## config.mk

```make
export PLATFORM = sky130hd
export DESIGN_NAME = memory_access_stage
export DESIGN_NICKNAME = d
export VERILOG_FILES = /design/src/rtl/memory_access_stage.sv
export SDC_FILE = /design/constraint.sdc
export NUM_CORES = 1
export LEC_CHECK = 0
export CAP_MARGIN = 20
export CORE_AREA = 8 8 237 239
export CTS_CLUSTER_DIAMETER = 200
export DETAILED_ROUTE_END_ITERATION = 10
export DIE_AREA = 0 0 245 247
export GPL_ROUTABILITY_DRIVEN = 0
export SYNTH_ARGS = -nofsm -noshare
export SYNTH_HDL_FRONTEND = slang
export SYNTH_SLANG_ARGS = --single-unit
```

## constraint.sdc

```tcl
create_clock -name i_clk -period 18.05 [get_ports i_clk]
set_input_delay 3.61 -clock i_clk [delete_from_list [all_inputs] [get_ports i_clk]]
set_output_delay 3.61 -clock i_clk [all_outputs]
set_load 0.05 [all_outputs]
```

## src/rtl/memory_access_stage.sv

```systemverilog
// -----------------------------------------------------------------------------
// memory_access_stage
//
// Pipeline MEM stage between execute and write-back. It takes one instruction
// at a time from execute. Loads and stores go to the data cache over a
// valid/ready request channel, and load data comes back on a separate response
// channel. Load data is sign- or zero-extended. The stage hands the result, the
// ALU result and the control bundle to write-back with a one-cycle
// o_wb_module_enable pulse. Non-memory instructions pass through in one cycle.
//
// Ports
//   i_clk                 : clock, all state updates on the rising edge
//   i_reset               : asynchronous active-high reset
//   i_mem_module_enable   : execute presents a valid instruction
//   i_alu_result          : ALU result / effective address
//   i_store_data          : rs2 value for stores
//   i_control_signals     : control bundle (opcode, funct3, dest_reg, pc)
//   o_mem_ready           : stage can accept an instruction this cycle
//   o_dcache_req_valid    : cache request valid
//   i_dcache_req_ready    : cache accepts the request
//   o_dcache_req_addr     : doubleword-aligned request address
//   o_dcache_req_write    : 1 = store, 0 = load
//   o_dcache_req_wdata    : lane-shifted store data
//   o_dcache_req_wstrb    : store byte strobes
//   i_dcache_resp_valid   : load data returned
//   i_dcache_resp_data    : aligned doubleword from the cache
//   o_wb_module_enable    : one-cycle pulse, results valid in that cycle
//   o_alu_result_out      : registered ALU result
//   o_loaded_data         : extended load result
//   o_control_signals_out : registered control bundle
// -----------------------------------------------------------------------------

package memory_access_stage_pkg;

    typedef struct packed {
        logic [6:0]  opcode;
        logic [2:0]  funct3;
        logic [4:0]  dest_reg;
        logic [63:0] pc;
    } control_signals_struct;

endpackage

module memory_access_stage
    import memory_access_stage_pkg::*;
(
    input  logic                  i_clk,
    input  logic                  i_reset,
    input  logic                  i_mem_module_enable,
    input  logic [63:0]           i_alu_result,
    input  logic [63:0]           i_store_data,
    input  control_signals_struct i_control_signals,
    output logic                  o_mem_ready,
    output logic                  o_dcache_req_valid,
    input  logic                  i_dcache_req_ready,
    output logic [63:0]           o_dcache_req_addr,
    output logic                  o_dcache_req_write,
    output logic [63:0]           o_dcache_req_wdata,
    output logic [7:0]            o_dcache_req_wstrb,
    input  logic                  i_dcache_resp_valid,
    input  logic [63:0]           i_dcache_resp_data,
    output logic                  o_wb_module_enable,
    output logic [63:0]           o_alu_result_out,
    output logic [63:0]           o_loaded_data,
    output control_signals_struct o_control_signals_out
);

    localparam logic [6:0] OPC_LOAD  = 7'b0000011;
    localparam logic [6:0] OPC_STORE = 7'b0100011;

    localparam logic [1:0] S_IDLE = 2'd0;
    localparam logic [1:0] S_REQ  = 2'd1;
    localparam logic [1:0] S_WAIT = 2'd2;
    localparam logic [1:0] S_OUT  = 2'd3;

    // -------------------------------------------------------------------------
    // Load data extraction: shift the addressed byte lane down to bit 0, then
    // sign- or zero-extend according to funct3. funct3 = 111 yields zero.
    // -------------------------------------------------------------------------
    function automatic logic [63:0] f_load_extend(
        input logic [63:0] data,
        input logic [2:0]  off,
        input logic [2:0]  funct3
    );
        logic [63:0] sh;
        logic [63:0] res;
        sh = data >> {off, 3'b000};
        case (funct3)
            3'b000:  res = {{56{sh[7]}},  sh[7:0]};
            3'b001:  res = {{48{sh[15]}}, sh[15:0]};
            3'b010:  res = {{32{sh[31]}}, sh[31:0]};
            3'b011:  res = sh;
            3'b100:  res = {56'd0, sh[7:0]};
            3'b101:  res = {48'd0, sh[15:0]};
            3'b110:  res = {32'd0, sh[31:0]};
            default: res = 64'd0;
        endcase
        return res;
    endfunction

    // -------------------------------------------------------------------------
    // Store byte strobes. The base mask comes from the access size and is
    // shifted to the byte offset. Lanes that fall past byte 7 are dropped on
    // purpose: misaligned stores are not detected, only truncated.
    // -------------------------------------------------------------------------
    function automatic logic [7:0] f_store_strobe(
        input logic [2:0] funct3,
        input logic [2:0] off
    );
        logic [7:0] base;
        case (funct3)
            3'b000:  base = 8'h01;
            3'b001:  base = 8'h03;
            3'b010:  base = 8'h0F;
            3'b011:  base = 8'hFF;
            default: base = 8'h00;
        endcase
        return base << off;
    endfunction

    // Store data moved to the addressed byte lanes. Upper bytes are truncated.
    function automatic logic [63:0] f_store_data(
        input logic [63:0] data,
        input logic [2:0]  off
    );
        return data << {off, 3'b000};
    endfunction

    logic [1:0]            r_state;
    logic [1:0]            w_next_state;
    logic                  r_mem_ready;
    logic                  r_req_valid;
    logic                  r_req_write;
    logic [63:0]           r_req_addr;
    logic [63:0]           r_req_wdata;
    logic [7:0]            r_req_wstrb;
    logic                  r_wb_enable;
    logic [63:0]           r_alu_result;
    logic [63:0]           r_loaded_data;
    control_signals_struct r_ctrl;

    logic                  w_accept;
    logic                  w_is_load;
    logic                  w_is_store;
    logic                  w_is_mem;
    logic                  w_load_done;

    assign w_accept    = i_mem_module_enable & r_mem_ready;
    assign w_is_load   = (i_control_signals.opcode == OPC_LOAD);
    assign w_is_store  = (i_control_signals.opcode == OPC_STORE);
    assign w_is_mem    = w_is_load | w_is_store;
    // A response only counts while a load is waiting for it. Responses that
    // arrive in any other state, including stale ones after a reset, are dropped.
    assign w_load_done = (r_state == S_WAIT) & i_dcache_resp_valid;

    // Next-state logic for the IDLE / REQ / WAIT / OUT sequencer.
    always_comb begin
        w_next_state = r_state;
        case (r_state)
            S_IDLE, S_OUT: begin
                // OUT accepts like IDLE so pass-through ops run back to back.
                if (w_accept) begin
                    if (w_is_mem) begin
                        w_next_state = S_REQ;
                    end else begin
                        w_next_state = S_OUT;
                    end
                end else begin
                    w_next_state = S_IDLE;
                end
            end
            S_REQ: begin
                if (i_dcache_req_ready) begin
                    if (r_req_write) begin
                        w_next_state = S_OUT;
                    end else begin
                        w_next_state = S_WAIT;
                    end
                end else begin
                    w_next_state = S_REQ;
                end
            end
            S_WAIT: begin
                if (i_dcache_resp_valid) begin
                    w_next_state = S_OUT;
                end else begin
                    w_next_state = S_WAIT;
                end
            end
            default: begin
                w_next_state = S_IDLE;
            end
        endcase
    end

    // State register and the handshake flags. The flags are decoded from the
    // next state so that they are registered outputs aligned with the state.
    always_ff @(posedge i_clk or posedge i_reset) begin
        if (i_reset) begin
            r_state     <= S_IDLE;
            r_mem_ready <= 1'b1;
            r_req_valid <= 1'b0;
            r_wb_enable <= 1'b0;
        end else begin
            r_state     <= w_next_state;
            r_mem_ready <= (w_next_state == S_IDLE) || (w_next_state == S_OUT);
            r_req_valid <= (w_next_state == S_REQ);
            r_wb_enable <= (w_next_state == S_OUT);
        end
    end

    // Capture the accepted instruction's ALU result and control bundle.
    always_ff @(posedge i_clk or posedge i_reset) begin
        if (i_reset) begin
            r_alu_result <= 64'd0;
            r_ctrl       <= '0;
        end else if (w_accept) begin
            r_alu_result <= i_alu_result;
            r_ctrl       <= i_control_signals;
        end
    end

    // Build the cache request fields once, at acceptance. They stay unchanged
    // through any backpressure because nothing is accepted while mem_ready=0.
    always_ff @(posedge i_clk or posedge i_reset) begin
        if (i_reset) begin
            r_req_addr  <= 64'd0;
            r_req_write <= 1'b0;
            r_req_wdata <= 64'd0;
            r_req_wstrb <= 8'h00;
        end else if (w_accept && w_is_mem) begin
            r_req_addr  <= {i_alu_result[63:3], 3'b000};
            r_req_write <= w_is_store;
            if (w_is_store) begin
                r_req_wdata <= f_store_data(i_store_data, i_alu_result[2:0]);
                r_req_wstrb <= f_store_strobe(i_control_signals.funct3,
                                              i_alu_result[2:0]);
            end else begin
                r_req_wdata <= 64'd0;
                r_req_wstrb <= 8'h00;
            end
        end
    end

    // Load result register. Only a completed load updates it. The byte offset
    // comes from the captured address, because upstream may have moved on.
    always_ff @(posedge i_clk or posedge i_reset) begin
        if (i_reset) begin
            r_loaded_data <= 64'd0;
        end else if (w_load_done) begin
            r_loaded_data <= f_load_extend(i_dcache_resp_data,
                                           r_alu_result[2:0],
                                           r_ctrl.funct3);
        end
    end

    assign o_mem_ready           = r_mem_ready;
    assign o_dcache_req_valid    = r_req_valid;
    assign o_dcache_req_addr     = r_req_addr;
    assign o_dcache_req_write    = r_req_write;
    assign o_dcache_req_wdata    = r_req_wdata;
    assign o_dcache_req_wstrb    = r_req_wstrb;
    assign o_wb_module_enable    = r_wb_enable;
    assign o_alu_result_out      = r_alu_result;
    assign o_loaded_data         = r_loaded_data;
    assign o_control_signals_out = r_ctrl;

endmodule

```

==> reports/metrics.csv <==
stage,metric,value,unit
status,status,finished clean,
logic_synthesis,largest area contributor in the netlist,dfrtp_1,
floorplan,DIE WIDTH,245,um
cts,"Clk pin slew, worst setup/hold paths",60,ps
layout,"commonest cells after routing, fill and taps aside","clkdlybuf4s50_1 (616), nand2_1 (534), dfrtp_1 (342)",
power_and_ir_drop,P_sw,2032,uW
sta,Setup WS post-layout,11970,ps
worst_setup_path,critical path type,primary input to flip-flop,
cts,hold_buf cts,0,
sta,Max Slew Vio Count,0,
sta,min Tclk post-route,6082,ps
logic_synthesis,"top cells by area, synth","dfrtp_1 (53%), nand2_1 (12%), mux2i_1 (7.1%)",
grt,vias in the first global route,15190,
job,Max-cap violations,0,
min_path,Worst Hold Class,flip-flop to flip-flop,
logic_synthesis,Async SR Flop Fraction,1.000,
worst_setup_path,Critical Path RT,18490,ps
drt,Vias/cell,5.058,
floorplan,core area,52240,um2
cts,post_cts resized,0,
floorplan,Die H,247,um
grt,initial antenna violation count,7,
logic_synthesis,"Seq/Total Area, Yosys",0.5304,
placement,post-place setup slack,11350,ps
logic_synthesis,number of flops mapped to enable cells by yosys,0,
layout,share of layout cells above drive strength 1,0.09799,
layout,Nets,2441,
drt,TritonRoute pass-1 iters,5,
worst_setup_path,CP max FO,83,
power_and_ir_drop,Clk pwr share,0.201,
layout,area grow syn2layout,49.68,%
floorplan,die area,60520,um2
logic_synthesis,synthesized cell area,16330,um2
layout,FILL cells,4935,
logic_synthesis,Synth top area share,0.5288,
drt,"antenna viol nets, final",0,
cts,H-tree Lvls,2,
drt,vias,14600,
worst_setup_path,Worst Path Arrival,6520,ps
grt,total global-route track usage,0.2159,
floorplan,initial core utilization,0.3126,
drt,Initial DRC Count,758,
power_and_ir_drop,leak pwr,0.01114,uW
drt,drt drc,0,
power_and_ir_drop,Seq pwr share,0.274,
logic_synthesis,Post-synth top flop,dfrtp_1,
sta,Max-slew headroom,0.2660,
power_and_ir_drop,Pint,2303,uW
grt,GRT overflow,0,
cts,cell chosen for the clock root,clkbuf_16,
power_and_ir_drop,peak supply drop,116.5,uV
grt,global-route wire length before repair,100.1,mm
sta,fin crit share,0.3369,
logic_synthesis,"Distinct cells, synth",52,
sta,total negative slack,0,ps
logic_synthesis,Mean Syn Cell Area,10.17,um2
floorplan,cell row count,84,
sta,Worst-Margin Slew,1101,ps
cts,Setup Buffers After CTS,0,
logic_synthesis,Synth Register Bits,346,
power_and_ir_drop,Comb pwr share,0.525,
placement,post-DP HPWL,51.46,mm
worst_setup_path,CP Capture Type,flip-flop,
cts,Clock Latency Late Sink,560,ps
cts,CTS tree,done,
sta,Fin Clk Skew,10.02,ps
placement,buffers added on ports,619,
power_and_ir_drop,total power,4335,uW
floorplan,I/O Pins,623,
power_and_ir_drop,Switching Share,0.4688,
drt,Routed Wire Length,68.44,mm
cts,CTS Buf Count,42,
power_and_ir_drop,PwrDens,177.4,nW/um2
cts,clk sinks,346,
logic_synthesis,Synth warnings,0,
logic_synthesis,Mapped Cells,1605,
sta,final setup vio count,0,
grt,largest net degree at the start of global routing,110,
cts,CTS max path bufs,3,
drt,Wirelength per Cell,23.71,um
layout,"most common cell after layout, fill and taps aside",clkdlybuf4s50_1,
sta,fmax,164.4,MHz
sta,Final Hold Viols,0,
sta,RSZ-0062 raised after global routing,false,
worst_setup_path,Worst Setup Start Kind,primary input,
worst max-delay path: stages:
cell and delay (ps):
clkdlybuf4s50_1 470, and2_4 380, nand2_4 590, buf_4 890
mux2_2 420
routing by layer:
layer / vias up / wire length, um / track usage
met5: - / 30 / 0
met4: 6 / 1931 / 0.06712
met3: 99 / 6587 / 0.07639
met2: 600 / 34150 / 0.3741
met1: 7226 / 25740 / 0.2483
li1: 6665 / - / -
Yosys cell counts (2+ instances only):
master	count
a211o_1	8
a211oi_1	37
a21oi_1	34
a221o_1	5
a221o_2	10
a221oi_1	9
a22o_1	42
and2_1	10
and3_1	3
buf_1	16
buf_2	20
buf_4	7
buf_6	3
clkbuf_1	81
dfrtp_1	345
ha_1	3
inv_1	5
mux2_2	74
mux2i_1	116
mux4_2	27
nand2_1	537
nand2b_1	7
nand3_1	16
nand4_1	2
nand4b_1	7
nor2_1	35
nor2b_1	16
nor3_1	9
nor3b_1	2
nor4bb_1	2
o21a_1	2
o21ai_0	62
o22ai_1	19
o2bb2ai_1	7
o31ai_1	8
o41ai_1	2
or3_1	2
power by group through the flow:
| stage | clock (uW) | combinational (uW) | sequential [uW] |
|---|---|---|---|
| after CTS | 893 | 2290 | 1190 |
| after global placement | 0 | 2280 | 1190 |
| after global routing | 928 | 2390 | 1220 |
| after detailed placement | 0 | 2290 | 1200 |
| final | 871 | 2270 | 1190 |
| after floorplan | 0 | 610 | 2030 |
final cells by class:
class,instances,area (um2),share of cell area
Antenna cell,4,10.01,0.0004096
Multi-Input combinational cell,1129,7126,0.2916
Tap cell,688,860.8,0.03522
Clock buffer,58,1202,0.04920
Inverter,5,26.28,0.001075
Clock inverter,18,217.7,0.008908
Sequential cell,346,8666,0.3546
Timing Repair Buffer,638,6330,0.2590
worst paths after layout:
check	start	to	slack (ps)	depth (start not counted)
max in group asynchronous	i_reset	o_alu_result_out[0]	12220	4
min	o_alu_result_out[39]	o_alu_result_out[39]	470	2
min reg2reg	o_alu_result_out[39]	o_alu_result_out[39]	470	2
max	i_mem_module_enable	o_dcache_req_addr[60]	11970	5
max reg2reg	o_alu_result_out[0]	o_loaded_data[27]	15080	5
min in group asynchronous	i_reset	o_alu_result_out[25]	3580	2
kinds of logic after synthesis:
logic type / share of synthesized area
AOI/OAI and AO/OA: 0.1089
other: 0.0002297
buffers and inverters: 0.03487
adders and majority gates: 0.002299
muxes: 0.1594
DFF: 0.5304
and+or+nand+nor: 0.1639
state kept, by name, summed over array words and instances (netlist names):
name / cells
r_state: 2
o_dcache_req_write: 1
o_loaded_data: 64
o_alu_result_out: 64
o_dcache_req_wstrb: 8
o_control_signals_out: 79
o_wb_module_enable: 1
o_dcache_req_valid: 1
o_mem_ready: 1
o_dcache_req_addr: 61
o_dcache_req_wdata: 64
per-stage QoR:
stage | utilization | hold slack [ps] | instance area, um2 | cells
detailed placement | 0.4405 | 460.8 | 23010 | 2806
global placement | 0.4403 | 456.7 | 23000 | 2805
finish | 0.4679 | 470.5 | 24440 | 2886
floorplan | - | 613.1 | 16330 | 1607
global route | 0.4677 | 495.2 | 24430 | 2883
CTS | 0.4677 | 475.0 | 24430 | 2882
Power figures use the tool's default switching activity.
